## src/rtl/alu_rs_pkg.sv

```systemverilog
// Shared widths, reset constants and entry layout for the ALU reservation station.
package alu_rs_pkg;

    localparam int RSsize  = 8;
    localparam int OpBus   = 6;
    localparam int TagBus  = 4;
    localparam int DataBus = 32;
    localparam int NameBus = 5;

    localparam logic [OpBus-1:0]   opFree   = '0;
    localparam logic [TagBus-1:0]  tagFree  = '0;
    localparam logic [DataBus-1:0] dataFree = '0;
    localparam logic [NameBus-1:0] nameFree = '0;

    typedef struct packed {
        logic [OpBus-1:0]   op;
        logic [TagBus-1:0]  tag1;
        logic [DataBus-1:0] data1;
        logic [TagBus-1:0]  tag2;
        logic [DataBus-1:0] data2;
        logic [TagBus-1:0]  dest_tag;
        logic [NameBus-1:0] name;
    } rs_entry_t;

endpackage

```

## src/rtl/alu_rs_lowbit_select.sv

```systemverilog
// Lowest-set-bit picker: one-hot of the lowest set bit, its binary index and an any-set flag.
// Purely combinational, no backpressure.
module lowbit_select #(
    parameter int WIDTH = 8,
    parameter int IDX_W = (WIDTH > 1) ? $clog2(WIDTH) : 1
) (
    input  logic [WIDTH-1:0] x_i,
    output logic [WIDTH-1:0] onehot_o,
    output logic [IDX_W-1:0] idx_o,
    output logic             any_o
);

    assign onehot_o = x_i & (-x_i);
    assign any_o    = |x_i;

    always_comb begin
        idx_o = '0;
        for (int i = 0; i < WIDTH; i++) begin
            if (onehot_o[i]) idx_o = idx_o | IDX_W'(i);
        end
    end

endmodule

```

## src/rtl/alu_rs.sv

```systemverilog
// ALU reservation station: dispatch into lowest free entry, CDB wakeup, issue of lowest-index ready entry.
// Issue is registered (one cycle residency); rsFull is combinational. RS_WAKEUP_BYPASS_EN issues on the live CDB match.
module alu_rs
    import alu_rs_pkg::*;
#(
    parameter int RS_SIZE = RSsize
) (
    input  logic               clk,
    input  logic               rst,
    input  logic               inEn,
    input  logic [OpBus-1:0]   inOp,
    input  logic [TagBus-1:0]  inTag1,
    input  logic [TagBus-1:0]  inTag2,
    input  logic [DataBus-1:0] inData1,
    input  logic [DataBus-1:0] inData2,
    input  logic [TagBus-1:0]  inDestTag,
    input  logic [NameBus-1:0] inName,
    input  logic               enCDBWrt,
    input  logic [TagBus-1:0]  CDBwrtTag,
    input  logic [DataBus-1:0] CDBwrtData,
    output logic               aluEn,
    output logic [OpBus-1:0]   aluOp,
    output logic [DataBus-1:0] aluData1,
    output logic [DataBus-1:0] aluData2,
    output logic [TagBus-1:0]  aluTag,
    output logic [NameBus-1:0] aluName,
    output logic               rsFull
);

    localparam int IW = $clog2(RS_SIZE);

    rs_entry_t [RS_SIZE-1:0] ent_q, ent_d;
    logic [RS_SIZE-1:0]      valid_q, valid_d;
    logic [RS_SIZE-1:0]      wk1, wk2, ready;
    logic [RS_SIZE-1:0]      free_oh, issue_oh;
    logic [IW-1:0]           free_idx, issue_idx;
    logic                    free_any, issue_any;
    logic                    dispatch;
    rs_entry_t               new_ent, iss_ent;

    logic               alu_en_q;
    logic [OpBus-1:0]   alu_op_q;
    logic [DataBus-1:0] alu_data1_q, alu_data1_d;
    logic [DataBus-1:0] alu_data2_q, alu_data2_d;
    logic [TagBus-1:0]  alu_tag_q;
    logic [NameBus-1:0] alu_name_q;

    always_comb begin
        for (int i = 0; i < RS_SIZE; i++) begin
            wk1[i] = enCDBWrt && (ent_q[i].tag1 != tagFree) && (ent_q[i].tag1 == CDBwrtTag);
            wk2[i] = enCDBWrt && (ent_q[i].tag2 != tagFree) && (ent_q[i].tag2 == CDBwrtTag);
`ifdef RS_WAKEUP_BYPASS_EN
            ready[i] = valid_q[i] && ((ent_q[i].tag1 == tagFree) || wk1[i])
                                  && ((ent_q[i].tag2 == tagFree) || wk2[i]);
`else
            ready[i] = valid_q[i] && (ent_q[i].tag1 == tagFree) && (ent_q[i].tag2 == tagFree);
`endif
        end
    end

    lowbit_select #(.WIDTH(RS_SIZE), .IDX_W(IW)) u_free_sel (
        .x_i      (~valid_q),
        .onehot_o (free_oh),
        .idx_o    (free_idx),
        .any_o    (free_any)
    );

    lowbit_select #(.WIDTH(RS_SIZE), .IDX_W(IW)) u_issue_sel (
        .x_i      (ready),
        .onehot_o (issue_oh),
        .idx_o    (issue_idx),
        .any_o    (issue_any)
    );

    assign rsFull   = &valid_q;
    assign dispatch = inEn && !rsFull;

    // Incoming operands can be satisfied by a broadcast in the very dispatch cycle.
    always_comb begin
        new_ent          = '0;
        new_ent.op       = inOp;
        new_ent.tag1     = inTag1;
        new_ent.data1    = inData1;
        new_ent.tag2     = inTag2;
        new_ent.data2    = inData2;
        new_ent.dest_tag = inDestTag;
        new_ent.name     = inName;
        if (enCDBWrt && (inTag1 != tagFree) && (inTag1 == CDBwrtTag)) begin
            new_ent.tag1  = tagFree;
            new_ent.data1 = CDBwrtData;
        end
        if (enCDBWrt && (inTag2 != tagFree) && (inTag2 == CDBwrtTag)) begin
            new_ent.tag2  = tagFree;
            new_ent.data2 = CDBwrtData;
        end
    end

    always_comb begin
        ent_d   = ent_q;
        valid_d = valid_q;
        for (int i = 0; i < RS_SIZE; i++) begin
            if (wk1[i]) begin
                ent_d[i].tag1  = tagFree;
                ent_d[i].data1 = CDBwrtData;
            end
            if (wk2[i]) begin
                ent_d[i].tag2  = tagFree;
                ent_d[i].data2 = CDBwrtData;
            end
        end
        if (issue_any) valid_d[issue_idx] = 1'b0;
        // The free pick only sees entries invalid now, so it never collides with the issuing one.
        if (dispatch && free_any) begin
            valid_d[free_idx] = 1'b1;
            ent_d[free_idx]   = new_ent;
        end
    end

    always_comb begin
        iss_ent     = ent_q[issue_idx];
        alu_data1_d = iss_ent.data1;
        alu_data2_d = iss_ent.data2;
`ifdef RS_WAKEUP_BYPASS_EN
        if (wk1[issue_idx]) alu_data1_d = CDBwrtData;
        if (wk2[issue_idx]) alu_data2_d = CDBwrtData;
`endif
    end

    always_ff @(posedge clk) begin
        if (!rst) begin
            valid_q     <= '0;
            ent_q       <= '0;
            alu_en_q    <= 1'b0;
            alu_op_q    <= opFree;
            alu_data1_q <= dataFree;
            alu_data2_q <= dataFree;
            alu_tag_q   <= tagFree;
            alu_name_q  <= nameFree;
        end else begin
            valid_q  <= valid_d;
            ent_q    <= ent_d;
            alu_en_q <= issue_any;
            if (issue_any) begin
                alu_op_q    <= iss_ent.op;
                alu_data1_q <= alu_data1_d;
                alu_data2_q <= alu_data2_d;
                alu_tag_q   <= iss_ent.dest_tag;
                alu_name_q  <= iss_ent.name;
            end
        end
    end

    assign aluEn    = alu_en_q;
    assign aluOp    = alu_op_q;
    assign aluData1 = alu_data1_q;
    assign aluData2 = alu_data2_q;
    assign aluTag   = alu_tag_q;
    assign aluName  = alu_name_q;

endmodule
```

## config.mk

```make
export PLATFORM = sky130hd
export DESIGN_NAME = alu_rs
export DESIGN_NICKNAME = d
export VERILOG_FILES = /design/src/rtl/alu_rs_pkg.sv /design/src/rtl/alu_rs_lowbit_select.sv /design/src/rtl/alu_rs.sv
export SDC_FILE = /design/constraint.sdc
export NUM_CORES = 2
export LEC_CHECK = 0
export CORE_ASPECT_RATIO = 0.75
export CORE_UTILIZATION = 55
export DETAILED_ROUTE_END_ITERATION = 12
export HOLD_SLACK_MARGIN = 0.15
export PLACE_DENSITY = 0.71
export SYNTH_ARGS = -nofsm -noshare
export SYNTH_HDL_FRONTEND = slang
export SYNTH_SLANG_ARGS = --single-unit
```

## constraint.sdc

```tcl
create_clock -name clk -period 2.95 [get_ports clk]
set_input_delay 0.4425 -clock clk [delete_from_list [all_inputs] [get_ports clk]]
set_output_delay 0.4425 -clock clk [all_outputs]
set_load 0.005 [all_outputs]
```

==> results.md <==
* Result of the run: finished, final reports clean
* Die extent in y at ~240 um
* Crit path DAT at 2.39 ns
* Final Setup Violations at 0
* Synth cell types at 58
* Total via count after detailed routing at around 38000
* Post-route clock period utilization at 95.97%
* Power density over the cells at just over 500 mW/mm2
* Crit path time final at between 2 and 3 ns
* Area of the core at 0.07243 mm2
* Final-layout fill cell count at 6051
* Mux contribution to synthesized area at around 17%
* Sequential-to-total area share from yosys stat at 38.65%
* Post-synth EDFFs at 0
* Initial core utilization at roughly 56%
* Synth Area per Inst at a little over 8 um2
* DRT Wirelength at 145900 um
* Antenna diodes at 0
* Number of levels the H-tree was split into at 3
* Synthesized-area fraction occupied by ao, oa, aoi and oai cells at 11.79%
* # DRC at 0
* Cell family contributing the most delay on the critical path: simple AND/OR/NAND/NOR gates
* Clock buffers created by TritonCTS at 79
* Insertion delay to the later sink of the worst-skew pair at 0.65 ns
* Placement row count at between 80 and 90
* Internal power contribution at 17.85 mW
* Cell with the largest stage delay on the worst path: dfxtp_1
* Gpl congestion at 0.8693
* Maximum clock insertion buffer count at 3
* Final hold violation count at 0
* Combined area of all synthesized cells at 0.04060 mm2
* FF+latch area at 0.01570 mm2
* Sequential cell fraction of total power at 46.1%
* Vias in the first global route at 35510
* Top flip-flop cell by instance count after synthesis: dfxtp_1
* Leakage power figure at 20.19 nW
* Cell count after synthesis at ~4900
* Longest individual stage delay on the worst path at 0.52 ns
* Synth Net Count at slightly above 5000
* Post-route clock skew at 0.03478 ns
* Combinational share of power at between 10% and 20%
* DR vias/cell at 6.360
* Number of synthesized register bits at approximately 780
* Global-route wire length before repair at 220700 um
* Max transition margin at between 20% and 30%
* Switching power summed over all nets at 6.560 mW
* Layout area overhead at 17.09%
* Synthesis Warnings at 0
* Unrepaired setup endpoints after global routing: no
* HPWL reported at the end of detailed placement at 84840 um
* Adder and majority cell fraction of the synthesized area at 0%
* Global-route congestion overflow total at 0
* Crit path max fanout at 6
* Port bufs at between 200 and 250
* Width of the chip at 315.7 um
* Total non-filler cell area in the finished layout at 0.04754 mm2
* Global-route total usage across every layer at between 30% and 40%
* Critical path capture point type: primary output
* Register clock-pin slew on the reported worst setup and hold paths at 0.06 ns
* Clock root buffer master: clkbuf_16
* Overall die area at 0.07493 mm2
* Sw Share at 26.87%
* Number of cells traversed by the worst hold path at 3
* Placement Cell Area at 0.04511 mm2
* Clock tree sinks at 784
* I/O pin count at 208
* DR pass1 iterations at 8
* DR WL/cell at 24.49 um
* Cell accounting for the most synthesized area: dfxtp_1
* Number of nets still failing antenna checks after routing at 0
* Cells taking the most area after synthesis: dfxtp_1, mux2i_1, nand2_1
* Max Clk Rate at ~350 MHz
* Number of cells traversed by the worst register-to-register path at 8
* Most frequent cell after synthesis: nand2_1
* Initial antenna violation count at 2
* Final-layout setup total negative slack at 0 ns
* Largest net degree at the start of global routing at 92
* Peak supply drop at 0.0003512 V
* Fraction of synthesized cell area in xor and xnor cells at under 10%
* Fraction of power consumed by the clock network at 40.2%
* Final Net Count at 5079
* Kind of start point of the critical path: flop
* Async set-reset flop share out of synthesis at 0%
* Register-to-register path setup slack at 0.13 ns
* CTS tree: done
* Fraction of final layout cells sized beyond drive strength 1 at 10.60%
* Multi-input logic area at 0.02304 mm2
* Type of the most critical hold path: input pin to flop
* Startpoint-to-endpoint class of the critical path: flop to primary output
* Required time at the worst-slack endpoint at about 2.5 ns
* Count of buffering cells on the critical path with inverters included at 1
* Crit. path cell count at 4
* Top cell type's share of synthesized area at 38.65%
* Combinational family with the most area after synthesis: simple AND/OR/NAND/NOR gates
* Reported max-cap violation count at 0
* Simple-gate portion of the synthesized area at 26.31%
* Final max-slew violation count at 0
* Commonest cells in the netlist: nand2_1, dfxtp_1, mux2i_1, and3_1, clkbuf_1
* 1st-iter DRT viols at between 4000 and 5000
* Cell Chain, Critical Path: nand2_1 -> nor4_2 -> and3_1 -> clkdlybuf4s50_1
* Actual slew at the worst max-slew pin at 1.051 ns
==> final timing paths <==
kind | endpoint | start
worst min-delay path | aluData1[4] | rst
worst max register to register | aluName[3] | valid_q[2]
worst min register to register | ent_q[180] | ent_q[180]
worst max-delay path | rsFull | valid_q[2]
==> stage by stage <==
stage / power (mW) / instances / hold WS, ns / utilization (%) / setup WS, ns
after global placement: 14.69 / 5827 / 0.4460 / 62.29 / 0.1572
after detailed placement: 14.73 / 5827 / 0.4523 / 62.29 / 0.1379
after global routing: 25.06 / 5957 / 0.3484 / 65.65 / 0.01541
after CTS: 24.35 / 5956 / 0.2997 / 65.61 / 0.08634
final: 24.41 / 5957 / 0.3434 / 65.65 / 0.1190
after floorplan: 13.12 / 4910 / 0.4400 / - / 0.5659
==> worst min-delay path, delay by kind of cell <==
kind                   cells  cell delay [ns]
AO/OA/AOI/OAI              2             0.21
buffers and inverters      1             0.23
==> power by group through the flow <==
stage | clock [mW] | sequential, mW | combinational, mW
3_5_place_dp | 0 | 11.5 | 3.26
5_1_grt | 10.2 | 11.3 | 3.55
4_1_cts | 9.83 | 11.2 | 3.28
3_3_place_gp | 0 | 11.5 | 3.22
2_1_floorplan | 0 | 11.4 | 1.75
6_report | 9.80 | 11.3 | 3.35
==> routing by layer <==
metal | vias to the layer above | share of wire [%] | global-route usage [%] | wire length, um
li1 | 17110 | - | - | -
met1 | 18020 | 41 | 52.47 | 60110
met2 | 2322 | 43 | 57.33 | 62910
met3 | 430 | 12 | 7.826 | 16910
met4 | 4 | 4.1 | 15.44 | 5921
met5 | - | 0.021 | 0 | 31
==> area by class of cell <==
| type | instances | share of cell area (%) |
|---|---|---|
| Multi-Input combinational cell | 3616 | 48.46 |
| Sequential cell | 784 | 33.01 |
| Timing Repair Buffer | 467 | 10.92 |
| Clock buffer | 117 | 4.819 |
| Tap cell | 957 | 2.518 |
| Clock inverter | 12 | 0.2421 |
| Inverter | 4 | 0.03158 |
==> what timing repair did <==
action                                  CTS  global route
resized for setup                         0             3
hold buffers                              0             0
hold endpoints to repair                  0             0
endpoints found under the setup margin    0            25
setup buffers                             0             1
==> cells in the final DEF, fill, tap and decap left out, drive strengths merged, types with 25 or more instances in the layout <==
cell	n
nand2	1300
and2	40
buf	261
clkbuf	117
a21boi	125
dfxtp	784
a21oi	25
nor2	45
nor3b	30
mux2	79
nor3	29
o21ai	178
xnor2	50
and3	520
clkdlybuf4s50	206
a221o	78
nand3	244
a31oi	85
a221oi	78
mux2i	576
==> logic make-up (layout without fill, tap and decap cells) <==
family          count (synthesis)  after routing
buf+inv                       510            600
mux                           655            655
compound gates                630            630
simple gates                 2275           2275
xor+xnor                       56             56
flops                         784            784
==> flip-flops by register name, summed over array words and instances (netlist names) <==
name      count
ent_q       696
aluEn         1
valid_q       8
aluOp         6
aluTag        4
aluData2     32
aluName       5
aluData1     32
(Power assumes the default switching activity.)
